`config.mk`:
```
export PLATFORM = sky130hd
export DESIGN_NAME = backtrack_ctrl_flat
export DESIGN_NICKNAME = d
export VERILOG_FILES = /design/src/rtl/backtrack_ctrl_if.sv /design/src/rtl/backtrack_ctrl.sv /design/src/flat_wrapper.sv
export SDC_FILE = /design/constraint.sdc
export NUM_CORES = 1
export LEC_CHECK = 0
export ABC_AREA = 1
export BUFFER_PORTS_ARGS = -buffer_cell sky130_fd_sc_hd__buf_2
export CAP_MARGIN = 5
export CORE_AREA = 2 2 56 58
export DETAILED_ROUTE_END_ITERATION = 12
export DIE_AREA = 0 0 58 60
export PLACE_DENSITY_LB_ADDON = 0.1
export SLEW_MARGIN = 0
export SYNTH_ARGS = -nofsm -noshare
export SYNTH_HDL_FRONTEND = slang
export SYNTH_SLANG_ARGS = --single-unit
```
`constraint.sdc`:
```
create_clock -name i_clk -period 1.25 [get_ports i_clk]
set_clock_uncertainty 0.2 [all_clocks]
set_input_delay 0.1875 -clock i_clk [delete_from_list [all_inputs] [get_ports i_clk]]
set_output_delay 0.1875 -clock i_clk [all_outputs]
set_load 0.1 [all_outputs]
```
`src/rtl/backtrack_ctrl_if.sv`:
```
// Handshake and trail-stack bundle for backtrack_ctrl.
// master = surrounding solver/stack, slave = the controller.
`ifndef MAX_VARS_BITS
`define MAX_VARS_BITS 8
`endif

interface backtrack_ctrl_if;
  logic                      decide_req;
  logic [`MAX_VARS_BITS-1:0] decide_var;
  logic                      decide_val;
  logic                      imply_req;
  logic [`MAX_VARS_BITS-1:0] imply_var;
  logic                      imply_val;
  logic                      conflict;
  logic                      decide_ack;
  logic                      imply_ack;
  logic                      stk_push;
  logic                      stk_pop;
  logic [`MAX_VARS_BITS-1:0] stk_var_in;
  logic                      stk_val_in;
  logic                      stk_type_in;
  logic [`MAX_VARS_BITS-1:0] stk_var_out;
  logic                      stk_val_out;
  logic                      stk_type_out;
  logic                      stk_empty;
  logic                      stk_full;
  logic                      unassign_valid;
  logic [`MAX_VARS_BITS-1:0] unassign_var;
  logic                      assign_valid;
  logic [`MAX_VARS_BITS-1:0] assign_var;
  logic                      assign_val;
  logic                      busy;
  logic                      unsat;
  logic                      overflow;

  modport master (
    output decide_req, decide_var, decide_val, imply_req, imply_var, imply_val, conflict,
    output stk_var_out, stk_val_out, stk_type_out, stk_empty, stk_full,
    input  decide_ack, imply_ack, stk_push, stk_pop, stk_var_in, stk_val_in, stk_type_in,
    input  unassign_valid, unassign_var, assign_valid, assign_var, assign_val,
    input  busy, unsat, overflow
  );

  modport slave (
    input  decide_req, decide_var, decide_val, imply_req, imply_var, imply_val, conflict,
    input  stk_var_out, stk_val_out, stk_type_out, stk_empty, stk_full,
    output decide_ack, imply_ack, stk_push, stk_pop, stk_var_in, stk_val_in, stk_type_in,
    output unassign_valid, unassign_var, assign_valid, assign_var, assign_val,
    output busy, unsat, overflow
  );
endinterface

```
`src/rtl/backtrack_ctrl.sv`:
```
// Chronological backtracking controller over an external trail stack.
// Optional saturating statistics counters are enabled with macro BT_STATS_EN.
`ifndef MAX_VARS_BITS
`define MAX_VARS_BITS 8
`endif

module backtrack_ctrl #(
  parameter int STAT_W = 16
) (
  input  logic                i_clk,
  input  logic                i_rst,
  backtrack_ctrl_if.slave     bus
`ifdef BT_STATS_EN
  ,
  output logic [STAT_W-1:0]   o_bt_count,
  output logic [STAT_W-1:0]   o_pop_count
`endif
);

  localparam int VW = `MAX_VARS_BITS;

  typedef enum logic [1:0] {
    ST_IDLE  = 2'd0,
    ST_SCAN  = 2'd1,
    ST_FLIP  = 2'd2,
    ST_UNSAT = 2'd3
  } state_t;

  state_t          r_state;
  logic [VW-1:0]   r_flip_var;
  logic            r_flip_val;
  logic            r_unsat;
  logic            r_overflow;

  logic            w_push;
  logic            w_pop;
  logic            w_type;
  logic [VW-1:0]   w_var;
  logic            w_val;
  logic            w_dack;
  logic            w_iack;
  logic            w_unassign;
  logic [VW-1:0]   w_uvar;
  logic            w_assign;
  logic            w_ovf;

  if (STAT_W < 1) begin : g_stat_w_invalid
  end

  // Per-cycle stack/handshake pulses; they must react to the live top-of-stack
  // in the same cycle so that one entry can be popped every clock.
  always_comb begin
    w_push     = 1'b0;
    w_pop      = 1'b0;
    w_type     = 1'b0;
    w_var      = {VW{1'b0}};
    w_val      = 1'b0;
    w_dack     = 1'b0;
    w_iack     = 1'b0;
    w_unassign = 1'b0;
    w_uvar     = {VW{1'b0}};
    w_assign   = 1'b0;
    w_ovf      = 1'b0;
    if (i_rst) begin
      w_ovf = 1'b0;
    end else begin
      case (r_state)
        ST_IDLE: begin
          if (bus.conflict) begin
            w_ovf = 1'b0;
          end else if (bus.imply_req) begin
            if (bus.stk_full) begin
              w_ovf = 1'b1;
            end else begin
              w_push = 1'b1;
              w_type = 1'b1;
              w_var  = bus.imply_var;
              w_val  = bus.imply_val;
              w_iack = 1'b1;
            end
          end else if (bus.decide_req) begin
            if (bus.stk_full) begin
              w_ovf = 1'b1;
            end else begin
              w_push = 1'b1;
              w_type = 1'b0;
              w_var  = bus.decide_var;
              w_val  = bus.decide_val;
              w_dack = 1'b1;
            end
          end else begin
            w_ovf = 1'b0;
          end
        end
        ST_SCAN: begin
          if (!bus.stk_empty) begin
            w_pop      = 1'b1;
            w_unassign = 1'b1;
            w_uvar     = bus.stk_var_out;
          end else begin
            w_pop = 1'b0;
          end
        end
        ST_FLIP: begin
          w_push   = 1'b1;
          w_type   = 1'b1;
          w_var    = r_flip_var;
          w_val    = r_flip_val;
          w_assign = 1'b1;
        end
        default: begin
          w_push = 1'b0;
        end
      endcase
    end
  end

  // Control FSM, flipped-decision latch and sticky status flags.
  always_ff @(posedge i_clk) begin
    if (i_rst) begin
      r_state    <= ST_IDLE;
      r_flip_var <= {VW{1'b0}};
      r_flip_val <= 1'b0;
      r_unsat    <= 1'b0;
      r_overflow <= 1'b0;
    end else begin
      case (r_state)
        ST_IDLE: begin
          if (bus.conflict) begin
            r_state <= ST_SCAN;
          end
          if (w_ovf) begin
            r_overflow <= 1'b1;
          end
        end
        ST_SCAN: begin
          if (bus.stk_empty) begin
            r_state <= ST_UNSAT;
            r_unsat <= 1'b1;
          end else if (!bus.stk_type_out) begin
            r_flip_var <= bus.stk_var_out;
            r_flip_val <= ~bus.stk_val_out;
            r_state    <= ST_FLIP;
          end
        end
        ST_FLIP: begin
          r_state <= ST_IDLE;
        end
        ST_UNSAT: begin
          r_state <= ST_UNSAT;
        end
        default: begin
          r_state <= ST_IDLE;
        end
      endcase
    end
  end

  assign bus.stk_push       = w_push;
  assign bus.stk_pop        = w_pop;
  assign bus.stk_type_in    = w_type;
  assign bus.stk_var_in     = w_var;
  assign bus.stk_val_in     = w_val;
  assign bus.decide_ack     = w_dack;
  assign bus.imply_ack      = w_iack;
  assign bus.unassign_valid = w_unassign;
  assign bus.unassign_var   = w_uvar;
  assign bus.assign_valid   = w_assign;
  assign bus.assign_var     = w_assign ? r_flip_var : {VW{1'b0}};
  assign bus.assign_val     = w_assign & r_flip_val;
  assign bus.busy           = (r_state != ST_IDLE);
  assign bus.unsat          = r_unsat;
  assign bus.overflow       = r_overflow;

`ifdef BT_STATS_EN
  logic [STAT_W-1:0] r_bt_count;
  logic [STAT_W-1:0] r_pop_count;

  // Saturating counts of completed flips and of stack pops.
  always_ff @(posedge i_clk) begin
    if (i_rst) begin
      r_bt_count  <= {STAT_W{1'b0}};
      r_pop_count <= {STAT_W{1'b0}};
    end else begin
      if (w_assign && (r_bt_count != {STAT_W{1'b1}})) begin
        r_bt_count <= r_bt_count + STAT_W'(1'b1);
      end
      if (w_pop && (r_pop_count != {STAT_W{1'b1}})) begin
        r_pop_count <= r_pop_count + STAT_W'(1'b1);
      end
    end
  end

  assign o_bt_count  = r_bt_count;
  assign o_pop_count = r_pop_count;
`endif

endmodule
```
`src/flat_wrapper.sv`:
```
// flat-port wrapper written by rule: the top's interface ports become plain ports
module backtrack_ctrl_flat 
#(
  parameter int STAT_W = 16
)
  (i_clk, i_rst, bus_decide_req, bus_decide_var, bus_decide_val, bus_imply_req, bus_imply_var, bus_imply_val, bus_conflict, bus_stk_var_out, bus_stk_val_out, bus_stk_type_out, bus_stk_empty, bus_stk_full, bus_decide_ack, bus_imply_ack, bus_stk_push, bus_stk_pop, bus_stk_var_in, bus_stk_val_in, bus_stk_type_in, bus_unassign_valid, bus_unassign_var, bus_assign_valid, bus_assign_var, bus_assign_val, bus_busy, bus_unsat, bus_overflow);
  backtrack_ctrl_if bus_i ();
  input  logic i_clk;
  input  logic i_rst;
  input wire logic [$bits(bus_i.decide_req)-1:0] bus_decide_req;
  input wire logic [$bits(bus_i.decide_var)-1:0] bus_decide_var;
  input wire logic [$bits(bus_i.decide_val)-1:0] bus_decide_val;
  input wire logic [$bits(bus_i.imply_req)-1:0] bus_imply_req;
  input wire logic [$bits(bus_i.imply_var)-1:0] bus_imply_var;
  input wire logic [$bits(bus_i.imply_val)-1:0] bus_imply_val;
  input wire logic [$bits(bus_i.conflict)-1:0] bus_conflict;
  input wire logic [$bits(bus_i.stk_var_out)-1:0] bus_stk_var_out;
  input wire logic [$bits(bus_i.stk_val_out)-1:0] bus_stk_val_out;
  input wire logic [$bits(bus_i.stk_type_out)-1:0] bus_stk_type_out;
  input wire logic [$bits(bus_i.stk_empty)-1:0] bus_stk_empty;
  input wire logic [$bits(bus_i.stk_full)-1:0] bus_stk_full;
  output wire logic [$bits(bus_i.decide_ack)-1:0] bus_decide_ack;
  output wire logic [$bits(bus_i.imply_ack)-1:0] bus_imply_ack;
  output wire logic [$bits(bus_i.stk_push)-1:0] bus_stk_push;
  output wire logic [$bits(bus_i.stk_pop)-1:0] bus_stk_pop;
  output wire logic [$bits(bus_i.stk_var_in)-1:0] bus_stk_var_in;
  output wire logic [$bits(bus_i.stk_val_in)-1:0] bus_stk_val_in;
  output wire logic [$bits(bus_i.stk_type_in)-1:0] bus_stk_type_in;
  output wire logic [$bits(bus_i.unassign_valid)-1:0] bus_unassign_valid;
  output wire logic [$bits(bus_i.unassign_var)-1:0] bus_unassign_var;
  output wire logic [$bits(bus_i.assign_valid)-1:0] bus_assign_valid;
  output wire logic [$bits(bus_i.assign_var)-1:0] bus_assign_var;
  output wire logic [$bits(bus_i.assign_val)-1:0] bus_assign_val;
  output wire logic [$bits(bus_i.busy)-1:0] bus_busy;
  output wire logic [$bits(bus_i.unsat)-1:0] bus_unsat;
  output wire logic [$bits(bus_i.overflow)-1:0] bus_overflow;
  assign bus_i.decide_req = bus_decide_req;
  assign bus_i.decide_var = bus_decide_var;
  assign bus_i.decide_val = bus_decide_val;
  assign bus_i.imply_req = bus_imply_req;
  assign bus_i.imply_var = bus_imply_var;
  assign bus_i.imply_val = bus_imply_val;
  assign bus_i.conflict = bus_conflict;
  assign bus_i.stk_var_out = bus_stk_var_out;
  assign bus_i.stk_val_out = bus_stk_val_out;
  assign bus_i.stk_type_out = bus_stk_type_out;
  assign bus_i.stk_empty = bus_stk_empty;
  assign bus_i.stk_full = bus_stk_full;
  assign bus_decide_ack = bus_i.decide_ack;
  assign bus_imply_ack = bus_i.imply_ack;
  assign bus_stk_push = bus_i.stk_push;
  assign bus_stk_pop = bus_i.stk_pop;
  assign bus_stk_var_in = bus_i.stk_var_in;
  assign bus_stk_val_in = bus_i.stk_val_in;
  assign bus_stk_type_in = bus_i.stk_type_in;
  assign bus_unassign_valid = bus_i.unassign_valid;
  assign bus_unassign_var = bus_i.unassign_var;
  assign bus_assign_valid = bus_i.assign_valid;
  assign bus_assign_var = bus_i.assign_var;
  assign bus_assign_val = bus_i.assign_val;
  assign bus_busy = bus_i.busy;
  assign bus_unsat = bus_i.unsat;
  assign bus_overflow = bus_i.overflow;
  backtrack_ctrl #(.STAT_W(STAT_W)) u_core (.i_clk(i_clk), .i_rst(i_rst), .bus(bus_i));
endmodule
```
## Yosys cells after proc, flatten, opt, wreduce, memory -nomap -nowiden

Index checks and enable logic that the tools add are counted.

| cells by class | value |
|---|---|
| $add $sub $neg | 0 |
| multiply operators | 0 |
| divide/modulo/power cells | 0 |
| $lt $le $gt $ge | 0 |
| eq/ne operators | 5 |
| shift operators | 0 |
| multiplexer cells | 49 |
| bitwise gates (word level) | 4 |
| reduce and logical (&&, ||, !) cells | 6 |

Operator list:

| kind | number |
|---|---|
| $mux 8 | 10 |
| $mux 1 | 31 |
| $pmux 8 s2 | 1 |
| $pmux 2 s4 | 1 |
| $mux 2 | 3 |
| $pmux 1 s2 | 3 |
| $reduce_and 2->1 | 3 |
| $eq 2x2->1 const B | 2 |
| $ne 3x3->1 const B | 1 |
| $not 1->1 | 3 |
| $reduce_and 3->1 | 1 |
| $eq 2x1->1 const B | 1 |
| $logic_not 2->1 | 1 |
| $ne 2x2->1 const B | 1 |
| $reduce_bool 2->1 | 1 |
| $and 1x1->1 | 1 |

| word-level totals | value |
|---|---|
| bits in registers | 13 |
| bits in latches | 0 |
| bits in writable memories | 0 |
| memory bits (read-only) | 0 |
| input port bits | 35 |
| output and inout bits | 36 |
| word-level logic and storage cells | 69 |
| memories kept | 0 |

## Depth between registers and ports, before layout

Gate-level depths: netlist (run 1).

| logic depth | value |
|---|---|
| depth in word-level cells | 7 |
| gate-level depth with buffers | 7 |
| depth with buffers taken out | 7 |

## Worst setup path before layout (run 1)

Ideal clock, no wire load.

| timing path | value |
|---|---|
| path type | register -> output |
| from | register u_core.r_state[0] |
| to | output port bus_unassign_var[0] |
| arrival | 2.937 ns |
| required time | 0.863 ns |
| path slack | -2.074 ns |
| cell stages (with the launch flop) | 7 |
| path through | dfxtp_1 > inv_2 > nor2_4 > nand2_1 > nor2_2 > inv_2 > nor2_1 |

| between the ends | value |
|---|---|
| longest elaborated chain between the ends | 3 |

RTL lines:

| element | line | source |
|---|---|---|
| start, declared | backtrack_ctrl.sv:29 | `state_t r_state;` |
| start signal, assigned | backtrack_ctrl.sv:121 | `r_state <= ST_IDLE;` |
| start signal, assigned | backtrack_ctrl.sv:130 | `r_state <= ST_SCAN;` |
| start signal, assigned | backtrack_ctrl.sv:138 | `r_state <= ST_UNSAT;` |
| $eq 2x1->1 | backtrack_ctrl.sv:67 | `case (r_state)` |
| $mux 8 | backtrack_ctrl.sv:67 |  |
| $mux 8 | backtrack_ctrl.sv:64 | `if (i_rst) begin` |
| end, declared | flat_wrapper.sv:30 | `output wire logic [$bits(bus_i.unassign_var)-1:0] bus_unassign_var;` |

No other way between the ends.

## Worst setup path after layout (run 1)

| timing path | value |
|---|---|
| from | register u_core.r_state[0] |
| to | output port bus_stk_var_in[6] |

| between the ends | value |
|---|---|
| longest elaborated chain between the ends | 3 |
| elaborated cells between the ends (all ways) | 4 |

RTL lines:

| element | line | source |
|---|---|---|
| $eq 2x2->1 or $logic_not 2->1 (tied branches) | backtrack_ctrl.sv:67 |  |
| $pmux 8 s2 (*) | backtrack_ctrl.sv:67 |  |
| $mux 8 (*) | backtrack_ctrl.sv:64 |  |
| end, declared | flat_wrapper.sv:26 | `output wire logic [$bits(bus_i.stk_var_in)-1:0] bus_stk_var_in;` |

Mark *: on every way between the ends. The rest lies on a longest branch, timed or not.

==> qor.yml, run 1 <==
cts:
  max-clock-path-buffers: 2
  insertion_delay_ns: 0.29
  cts_tree: "built"
  cts_made_buffers: 3
  cts-root-buf: "clkbuf_4"
  htreeDepth: 1
  clkSinkCount: 13
  path_clk_slew_ns: 0.09
final_layout:
  diodes: 0
  utilization_pct: 96.5
  drive_gt1_share_pct: 68.9
  area_delta_synth_final_pct: 178
  final_nets: 316
timing:
  fin_crit_sh_pct: 166
  slew_violations: 0
  tightest_slew_ns: 0.583
  final-setup-viol-count: 46
  hold_viol: 0
  rsz0062_at_grt: "yes"
  holdWs_ns: 0.0413
  finalCriticalPeriod_ns: 2.07
  relSlewSlack_pct: 61.0
  setup_slack_ns: -0.820
  fmax_mhz: 483
synthesis:
  syn_avg_cell_area_um2: 5.60
  ys_ff_latch: 13
  syn_inst: 180
  ys_types: 20
  yosysSeqAreaShare_pct: 25.8
  synth_nets: 215
  netlist_area_um2: 1010
  synth_warnings: 0
die:
  die_h_um: 60
  io_pins: 71
  num_rows: 20
  die_area_um2: 3480
  core-area_um2: 2900
  start_util_pct: 34.7
  fp.dieW_um: 58
placement:
  dp.final_hpwl_um: 2810
  gp_congestion: 0.746
  port_buffers: 70
global_routing:
  grt-ovfl-total: 0
  grt_use_total_pct: 31.3
  antenna_found_initial: 0
  grt_max_degree: 16
  grt_pass1_wl_um: 8160
  grt_pass1_vias: 1725
setup_path:
  worstSetupPathType: "flip-flop to primary output"
  crit_slowest_cell: "dfxtp_4"
  crit_path_start_kind: "flip-flop"
  reg2reg_depth: 8
  cpLargestDelayFamily: "simple AND/OR/NAND/NOR gates"
  crit_path_max_incr_delay_ns: 0.39
  crit_top_cell: "nor2_4"
  cp_max_fo: 5
  critical_path_depth: 7
  arrival_ns: 1.68
  endpoint_kind: "primary output"
  path_cells: "nor2_4, nand2_2, buf_6, nor2_1, nor2_2, nor2_4, buf_12"
  cp_num_buf_inv: 2
  required_ns: 0.86
pwr:
  switching_power_mw: 0.782
  pwr-share-seq_pct: 28.0
  swShare_pct: 46.1
  ir_drop_mv: 0.629
  power_density_nw_per_um2: 605
  p_clk_share_pct: 16.0
  total_power_mw: 1.70
  leakage_nw: 1.19
  pwr-share-comb_pct: 56.0
  internal_power_mw: 0.915
run:
  drv_cap: 0
drt:
  drc_errors: 0
  routed_wl_um: 7420
  viasPerCell: 6.16
  drt_iter0_markers: 214
  wire_per_inst_um: 23.7
  ant_nets: 0
  num_vias: 1927
  drtPass1Iterations: 5
outcome:
  violations: "negative setup slack"
  status: "finished, violations left"
hold_path:
  hp-class: "primary input to flip-flop"
  min_path_cells: 3
[flip-flops by register name, indices dropped and copies added (netlist names)]
signal and flops:
u_core.r_state 2, u_core.bus.overflow 1, u_core.r_flip_val 1, u_core.bus.unsat 1
u_core.r_flip_var 8
[per-stage QoR]
stage	instances	setup TNS, ns	instance area (um2)	setup slack [ns]
floorplan	180	-22.07	1280	-0.992
global placement	290	-10.16	2310	-0.363
detailed placement	290	-11.21	2310	-0.418
CTS	313	-21.32	2680	-0.666
global route	313	-27.20	2800	-0.858
finish	313	-26.36	2800	-0.820
[power groups by stage]
stage	Combinational [mW]	Clock (mW)	Sequential (mW)
after CTS	0.840	0.256	0.466
after detailed placement	0.716	0	0.469
after global placement	0.708	0	0.467
final	0.950	0.272	0.475
after floorplan	0.415	0	0.496
after global routing	0.967	0.277	0.475
[cells in the mapped netlist]
library cell   n  area share, %
a21oi_1        4            2.0
a311oi_1       1           0.87
buf_2          6            3.0
buf_4          3            2.2
buf_6          1            1.1
clkbuf_1       1           0.37
dfxtp_1       13             26
inv_1         16            6.0
inv_2          4            1.5
inv_4          1           0.62
nand2_1       25            9.3
nand2_4        1            1.1
nand3_1        1           0.50
nand4_1       18             11
nor2_1        71             26
nor2_2         3            1.9
nor2_4         1            1.1
nor3_1         1           0.50
nor4_1         1           0.62
o21ai_0        8            4.0
[kinds of logic after synthesis]
kind of cell           synth area share [%]
and+or+nand+nor                        52.6
buffers and inverters                  14.8
DFF                                    25.8
AOI/OAI and AO/OA                      6.82
[worst paths after layout]
kind,startpoint,endpoint,slack [ns]
setup / recovery,u_core.r_state[0]$_SDFFE_PP0P_,bus_stk_var_in[6],-0.82
hold / removal,bus_stk_var_out[5],u_core.r_flip_var[5]$_SDFFE_PP0P_,0.04
setup reg to reg,u_core.r_state[0]$_SDFFE_PP0P_,u_core.r_flip_var[1]$_SDFFE_PP0P_,-0.29
hold reg to reg,u_core.bus.unsat$_SDFFE_PP0P_,u_core.bus.unsat$_SDFFE_PP0P_,0.31
[area by class of cell]
type                       count  area [um2]
multi-input combinational    136        1100
inverter                      21         108
tap                           33        41.3
fill                          56         101
timing repair buffer         105        1250
clock buffer                   4        26.3
sequential                    13         270
timing repair inverter         1        11.3
[repair_timing]
| action | CTS | global route |
|---|---|---|
| setup buffers | 9 | 3 |
| endpoints found under the setup margin | 44 | 47 |
| hold buffers | 8 | 0 |
| cloned | 3 | 0 |
| pin swaps | 21 | 20 |
| gates resized for setup | 57 | 33 |
| hold endpoints to repair | 8 | 0 |
[layout by cell type (no fill, tap or decap), drive strengths merged]
| cell | n |
|---|---|
| dfxtp | 13 |
| clkbuf | 4 |
| nand2 | 27 |
| nand3 | 1 |
| nor4 | 1 |
| nor3 | 1 |
| a311oi | 1 |
| a21oi | 4 |
| inv | 20 |
| clkinv | 1 |
| buf | 97 |
| dlygate4sd3 | 8 |
| o21ai | 8 |
| nor2 | 75 |
| nand4 | 18 |
| clkinvlp | 1 |
[worst min-delay path: stages]
cell	delay, ns
buf_2	0.11
o21ai_2	0.07
nor2_1	0.11
[per-layer routing]
layer	track usage (%)	share of wire [%]	up-vias
met5	0	0	-
met4	20.6	8.7	0
met3	4.76	9.8	63
met2	62.3	50	193
met1	29.0	31	890
li1	-	-	781
No activity file was read; power rests on OpenSTA's default activity.
==> run 2: changes to the inputs <==
--- a/config.mk
+++ b/config.mk
@@ -8,9 +8,11 @@
 export ABC_AREA = 1
 export BUFFER_PORTS_ARGS = -buffer_cell sky130_fd_sc_hd__buf_2
 export CAP_MARGIN = 5
-export CORE_AREA = 2 2 56 58
+export CELL_PAD_IN_SITES_DETAIL_PLACEMENT = 1
+export CELL_PAD_IN_SITES_GLOBAL_PLACEMENT = 1
+export CORE_AREA = 2 2 71 73
 export DETAILED_ROUTE_END_ITERATION = 12
-export DIE_AREA = 0 0 58 60
+export DIE_AREA = 0 0 73 75
 export PLACE_DENSITY_LB_ADDON = 0.1
 export SLEW_MARGIN = 0
 export SYNTH_ARGS = -nofsm -noshare
==> run 2 against run 1 <==
Compared with the run above:
- the run still ends with negative setup slack left
- via count down 23%
- worst hold slack worse by 0.016 ns
- wire length is 41% lower
- fmax grew 11%
- total power fell by 3.4%
- clock-buffer cell count unchanged
- cell area decreased by 3.3%
- worst setup slack better by 0.21 ns
- critical endpoint is now bus_stk_var_in[3]
- largest cell class unchanged
- largest power group unchanged
==> qor.yml, run 2 (synthesized netlist as in run 1, its figures left out) <==
setup_path:
  regToRegSetupSlack_ns: -0.15  # +0.14 ns
  required_ns: 0.86  # about the same
  crit_top_cell: "buf_12"
  crit_path_max_incr_delay_ns: 0.38  # about the same
  cp_num_buf_inv: 3  # +1
  worstSetupPathType: "flip-flop to primary output"
  crit_path_start_kind: "flip-flop"
  r2r-end: "u_core.r_flip_val$_SDFFE_PP0P_"
  crit_slowest_cell: "dfxtp_4"
  reg2reg_from: "u_core.r_state[1]$_SDFFE_PP0P_"
  endpoint_kind: "primary output"
  cpLargestDelayFamily: "simple AND/OR/NAND/NOR gates"
  reg2reg_depth: 8  # unchanged
  cp_max_fo: 7  # +2
  arrival_ns: 1.47  # -0.21 ns
  path_cells: "inv_4, nor2_4, buf_12, nand2_4, nand2_1, nor2_1, nor2_2, buf_12"
global_routing:
  grt_pass1_wl_um: 7170  # -12%
  grt_max_degree: 18  # +2
  grt_use_total_pct: 16.6  # -15 points
  grt_pass1_vias: 1522  # -12%
  grt-ovfl-total: 0  # unchanged
  antenna_found_initial: 0  # unchanged
timing:
  setup_slack_ns: -0.608  # +0.211 ns
  relSlewSlack_pct: 73.0  # +12 points
  hold_viol: 0  # unchanged
  finalCriticalPeriod_ns: 1.86  # -0.211 ns
  final-setup-viol-count: 44  # -4.3%
  fmax_mhz: 538  # +11%
  rsz0062_at_grt: "yes"
  tightest_slew_ns: 0.404  # -0.179 ns
  slew_violations: 0  # unchanged
  fin_tns_setup_ns: -19.47  # +6.89 ns
  fin_crit_sh_pct: 149  # -17 points
cts:
  cts-root-buf: "clkbuf_8"
  insertion_delay_ns: 0.24  # -0.05 ns
  path_clk_slew_ns: 0.05  # -0.04 ns
  clkSinkCount: 13  # unchanged
  max-clock-path-buffers: 2  # unchanged
  cts_made_buffers: 3  # unchanged
  cts_tree: "built"
  htreeDepth: 1  # unchanged
pwr:
  leakage_nw: 1.23  # +3.2%
  power_density_nw_per_um2: 605  # about the same
  total_power_mw: 1.64  # -3.4%
  ir_drop_mv: 0.352  # -44%
placement:
  port_buffers: 70  # unchanged
  gp_congestion: 0.780  # +4.6%
  dp.final_hpwl_um: 3410  # +21%
  placed_area_um2: 2360  # +2.2%
  dpl.cell_count: 313  # +7.9%
drt:
  drt_iter0_markers: 33  # -85%
  num_vias: 1487  # -23%
  viasPerCell: 4.53  # -26%
  wire_per_inst_um: 13.3  # -44%
  drtPass1Iterations: 4  # -1
  drc_errors: 0  # unchanged
  routed_wl_um: 4350  # -41%
  ant_nets: 0  # unchanged
hold_path:
  hold_start: "bus_stk_val_out"
  min_delay_worst_endpoint: "u_core.r_flip_val$_SDFFE_PP0P_"
  hp-class: "primary input to flip-flop"
  min_path_cells: 4  # +1
final_layout:
  nFillCells: 525  # +840%
  reg.largest.list: "u_core.r_flip_var x8, u_core.r_state x2"
  layout.cells.non_filler: 328  # +4.8%
  layout_common_cells: "buf_12 (40), nor2_1 (36), buf_2 (34)"
  area_delta_synth_final_pct: 168
  diodes: 0  # unchanged
  final_common_cell: "buf_12"
  largest_register: "u_core.r_flip_var"
  largest_register_ffs: 8  # unchanged
  drive_gt1_share_pct: 67.5  # -1.4 points
  final_nets: 310  # -1.9%
  stdcell_area_um2: 2710  # -3.3%
die:
  fp.dieW_um: 73  # +26%
  start_util_pct: 21.6  # -13 points
  die_h_um: 75  # +25%
  io_pins: 71  # unchanged
  core-area_um2: 4660  # +61%
  die_area_um2: 5480  # +57%
  num_rows: 25  # +25%
outcome:
  violations: "negative setup slack"
  status: "finished, violations left"
run:
  drv_cap: 0  # unchanged
## run 2: area by class of cell
cell class | count | area (um2) | area share [%]
Tap cell | 54 | 67.6 | 2.50
Clock buffer | 4 | 45.0 | 1.66
Sequential cell | 13 | 270 | 9.98
Multi-Input combinational cell | 136 | 1010 | 37.2
Inverter | 21 | 103 | 3.79
Timing Repair inverter | 1 | 11.3 | 0.416
Timing Repair Buffer | 99 | 1200 | 44.4
## run 2: through the flow
step / hold slack [ns] / utilization [%] / worst slack, ns
final: 0.0250 / 58.1 / -0.608
after global routing: 0.0318 / 58.1 / -0.695
after CTS: 0.00781 / 56.3 / -0.622
after detailed placement: 0.226 / 50.6 / -0.469
after global placement: 0.212 / 50.6 / -0.409
after floorplan: 0.0976 / - / -0.992
## run 2: metal layers
| metal | up-vias | GRT usage (%) | routed length (um) |
|---|---|---|---|
| li1 | 756 | - | - |
| met1 | 668 | 19.9 | 1750 |
| met2 | 59 | 30.4 | 2290 |
| met3 | 4 | 1.87 | 250 |
| met4 | 0 | 5.76 | 59 |
| met5 | - | 0 | 0 |
## run 2: power by group
group / leakage (nW) / switching, mW / total, mW / internal, mW
sequential: 0.108 / 0.0290 / 0.467 / 0.438
clock: 0.0228 / 0.135 / 0.359 / 0.224
combinational: 1.10 / 0.506 / 0.814 / 0.308
## run 2: tightest hold or removal path, stage by stage
cell	delay, ns
buf_2	0.09
nand2_2	0.05
nand2_2	0.05
nor2_2	0.03
## run 2: worst max path at each step
stage | endpoint | start | slack [ns] | depth (start not counted)
after floorplan | bus_unassign_var[0] | u_core.r_state[0]$_SDFFE_PP0P_ | -0.99 | 6
after global placement | bus_unassign_var[0] | u_core.r_state[1]$_SDFFE_PP0P_ | -0.41 | 7
after detailed placement | bus_stk_var_in[0] | u_core.r_state[0]$_SDFFE_PP0P_ | -0.47 | 7
after CTS | bus_stk_var_in[0] | u_core.r_state[1]$_SDFFE_PP0P_ | -0.62 | 7
after global routing | bus_stk_var_in[3] | u_core.r_state[1]$_SDFFE_PP0P_ | -0.69 | 8
final | bus_stk_var_in[3] | u_core.r_state[1]$_SDFFE_PP0P_ | -0.61 | 8
## run 2: timing repair
item | in CTS | in global routing
endpoints found under the setup margin | 45 | 46
hold buffers | 1 | 0
buffers inserted | 7 | 1
endpoints found under the hold margin | 1 | 0
pin swaps | 17 | 17
resized for setup | 46 | 20
cloned | 2 | 0
==> run 3: changes to the inputs <==
--- a/config.mk
+++ b/config.mk
@@ -14,6 +14,7 @@
 export DETAILED_ROUTE_END_ITERATION = 12
 export DIE_AREA = 0 0 73 75
 export PLACE_DENSITY_LB_ADDON = 0.1
+export SETUP_SLACK_MARGIN = 0.4
 export SLEW_MARGIN = 0
 export SYNTH_ARGS = -nofsm -noshare
 export SYNTH_HDL_FRONTEND = slang
==> run 3 against run 2 <==
Compared with the run above:
- cell count rose by 0.91%
- sequential share of layout area about the same
- critical path depth unchanged
- utilization increased by 1.1 points
- the flow finishes with violations (negative hold slack, negative setup slack)
- clock power barely moved
- largest cell class unchanged
- largest power group unchanged
- register-to-register slack about the same
- combinational power grew 3.7%
- die area did not move
- non-clock buffer count rose by 3
- total power increased by 2.1%
==> qor.yml, run 3 (synthesized netlist as in run 1, its figures left out) <==
placement:
  gp_congestion: 0.799  # +2.5%
  dp.final_hpwl_um: 3460  # +1.5%
  dpl.cell_count: 314  # +0.32%
  place_ws_ns: -0.427  # +0.0414 ns
  port_buffers: 70  # unchanged
setup_path:
  required_ns: 0.86  # about the same
  endpoint_kind: "primary output"
  arrival_ns: 1.48  # about the same
  worstSetupStartpoint: "u_core.r_state[1]$_SDFFE_PP0P_"
  reg2reg_from: "u_core.r_state[1]$_SDFFE_PP0P_"
  crit_path_max_incr_delay_ns: 0.38  # about the same
  path_cells: "inv_4, nor2_4, buf_12, nand2_4, nand2_1, nor2_1, nor2_2, buf_12"
  worstSetupPathType: "flip-flop to primary output"
  crit_slowest_cell: "dfxtp_4"
  cp_num_buf_inv: 3  # unchanged
  crit_top_cell: "buf_12"
  cpLargestDelayFamily: "simple AND/OR/NAND/NOR gates"
  crit_path_start_kind: "flip-flop"
  cp_max_fo: 7  # unchanged
final_layout:
  final_nets: 313  # +0.97%
  largest_register: "u_core.r_flip_var"
  layout_common_cells: "buf_12 (40), nor2_1 (37), buf_2 (34)"
  largest_register_ffs: 8  # unchanged
  layout.cells.non_filler: 331  # +0.91%
  final_common_cell: "buf_12"
  diodes: 0  # unchanged
  area_delta_synth_final_pct: 174
  drive_gt1_share_pct: 69.3  # +1.8 points
  reg.largest.list: "u_core.r_flip_var x8, u_core.r_state x2"
  nFillCells: 535  # +1.9%
timing:
  relSlewSlack_pct: 74.0  # +0.91 points
  tightest_slew_ns: 0.390  # -0.0137 ns
  final-setup-viol-count: 45  # +2.3%
  slew_violations: 0  # unchanged
  setup_slack_ns: -0.620  # -0.0119 ns
  fin_crit_sh_pct: 150  # +0.96 points
  fmax_mhz: 535  # -0.64%
  fin_tns_setup_ns: -19.17  # +0.299 ns
  hold_viol: 1  # +1
  holdWs_ns: -0.00107  # -0.0260 ns
  finalCriticalPeriod_ns: 1.87  # +0.0119 ns
  rsz0062_at_grt: "yes"
die:
  fp.dieW_um: 73  # unchanged
  core-area_um2: 4660  # unchanged
  die_area_um2: 5480  # unchanged
  io_pins: 71  # unchanged
  num_rows: 25  # unchanged
  start_util_pct: 21.6  # unchanged
  die_h_um: 75  # unchanged
pwr:
  ir_drop_mv: 0.354  # +0.66%
  power_density_nw_per_um2: 607  # +0.19%
  total_power_mw: 1.67  # +2.1%
  leakage_nw: 1.28  # +3.9%
global_routing:
  grt_pass1_wl_um: 7470  # +4.2%
  grt_max_degree: 16  # -2
  grt_pass1_vias: 1582  # +3.9%
  antenna_found_initial: 0  # unchanged
  grt-ovfl-total: 0  # unchanged
  grt_use_total_pct: 17.1  # +0.55 points
cts:
  max-clock-path-buffers: 2  # unchanged
  clkSinkCount: 13  # unchanged
  cts_tree: "built"
  insertion_delay_ns: 0.24  # about the same
  cts_made_buffers: 3  # unchanged
  path_clk_slew_ns: 0.05  # about the same
  htreeDepth: 1  # unchanged
  cts-root-buf: "clkbuf_8"
drt:
  viasPerCell: 4.52  # -0.37%
  routed_wl_um: 4670  # +7.2%
  drt_iter0_markers: 26  # -21%
  num_vias: 1495  # +0.54%
  ant_nets: 0  # unchanged
  drtPass1Iterations: 4  # unchanged
  wire_per_inst_um: 14.1  # +6.2%
  drc_errors: 0  # unchanged
hold_path:
  hp-class: "primary input to flip-flop"
  hold_start: "bus_stk_type_out"
outcome:
  violations: "negative hold slack, negative setup slack"
  status: "finished, violations left"
run:
  drv_cap: 0  # unchanged
## run 3: area by class of cell
type	count	area, um2	share of cell area (%)
multi-input combinational	136	1020	36.9
clock buffer	4	45.0	1.63
timing repair inverter	1	16.3	0.589
tap	54	67.6	2.45
sequential	13	275	9.97
timing repair buffer	102	1230	44.7
inverter	21	105	3.81
## run 3: worst paths after layout
path	depth (start not counted)	to	slack, ns
max	8	bus_stk_var_in[4]	-0.62
min	2	u_core.r_state[1]$_SDFFE_PP0P_	-0.001
max reg2reg	8	u_core.r_flip_val$_SDFFE_PP0P_	-0.16
min reg2reg	2	u_core.r_flip_var[5]$_SDFFE_PP0P_	0.33
## run 3: repair_timing
action	in CTS	in global routing
setup endpoints to repair	49	49
pin swaps	18	8
cloned	1	1
gates resized for setup	53	21
hold endpoints to repair	1	1
buffers inserted	9	2
## run 3: worst register-to-register path, cell delays in order (launching register included)
cell,delay (ns)
dfxtp_4,0.36
buf_6,0.12
nor2_4,0.10
buf_6,0.15
nand2_8,0.09
inv_8,0.10
nand2_2,0.05
nand2_1,0.06
nor2_1,0.05
## run 3: per-stage QoR
step | area, um2 | util (%)
after floorplan | 1290 | -
after global placement | 2370 | 50.8
after detailed placement | 2370 | 50.8
after CTS | 2660 | 57.0
after global routing | 2760 | 59.2
final | 2760 | 59.2
## run 3: report_power, final
part           internal (mW)  total, mW  switching [mW]  leakage [nW]
sequential             0.435      0.468          0.0322         0.109
combinational          0.323      0.844           0.521          1.14
clock                  0.224      0.362           0.138        0.0228
total                  0.983       1.67           0.691          1.28
## run 3: layer usage
layer	up-vias	GRT usage (%)	part of all wire (%)
li1	761	-	-
met1	679	20.5	39
met2	51	31.4	55
met3	4	2.41	4.7
met4	0	5.56	1.1
met5	-	0	0
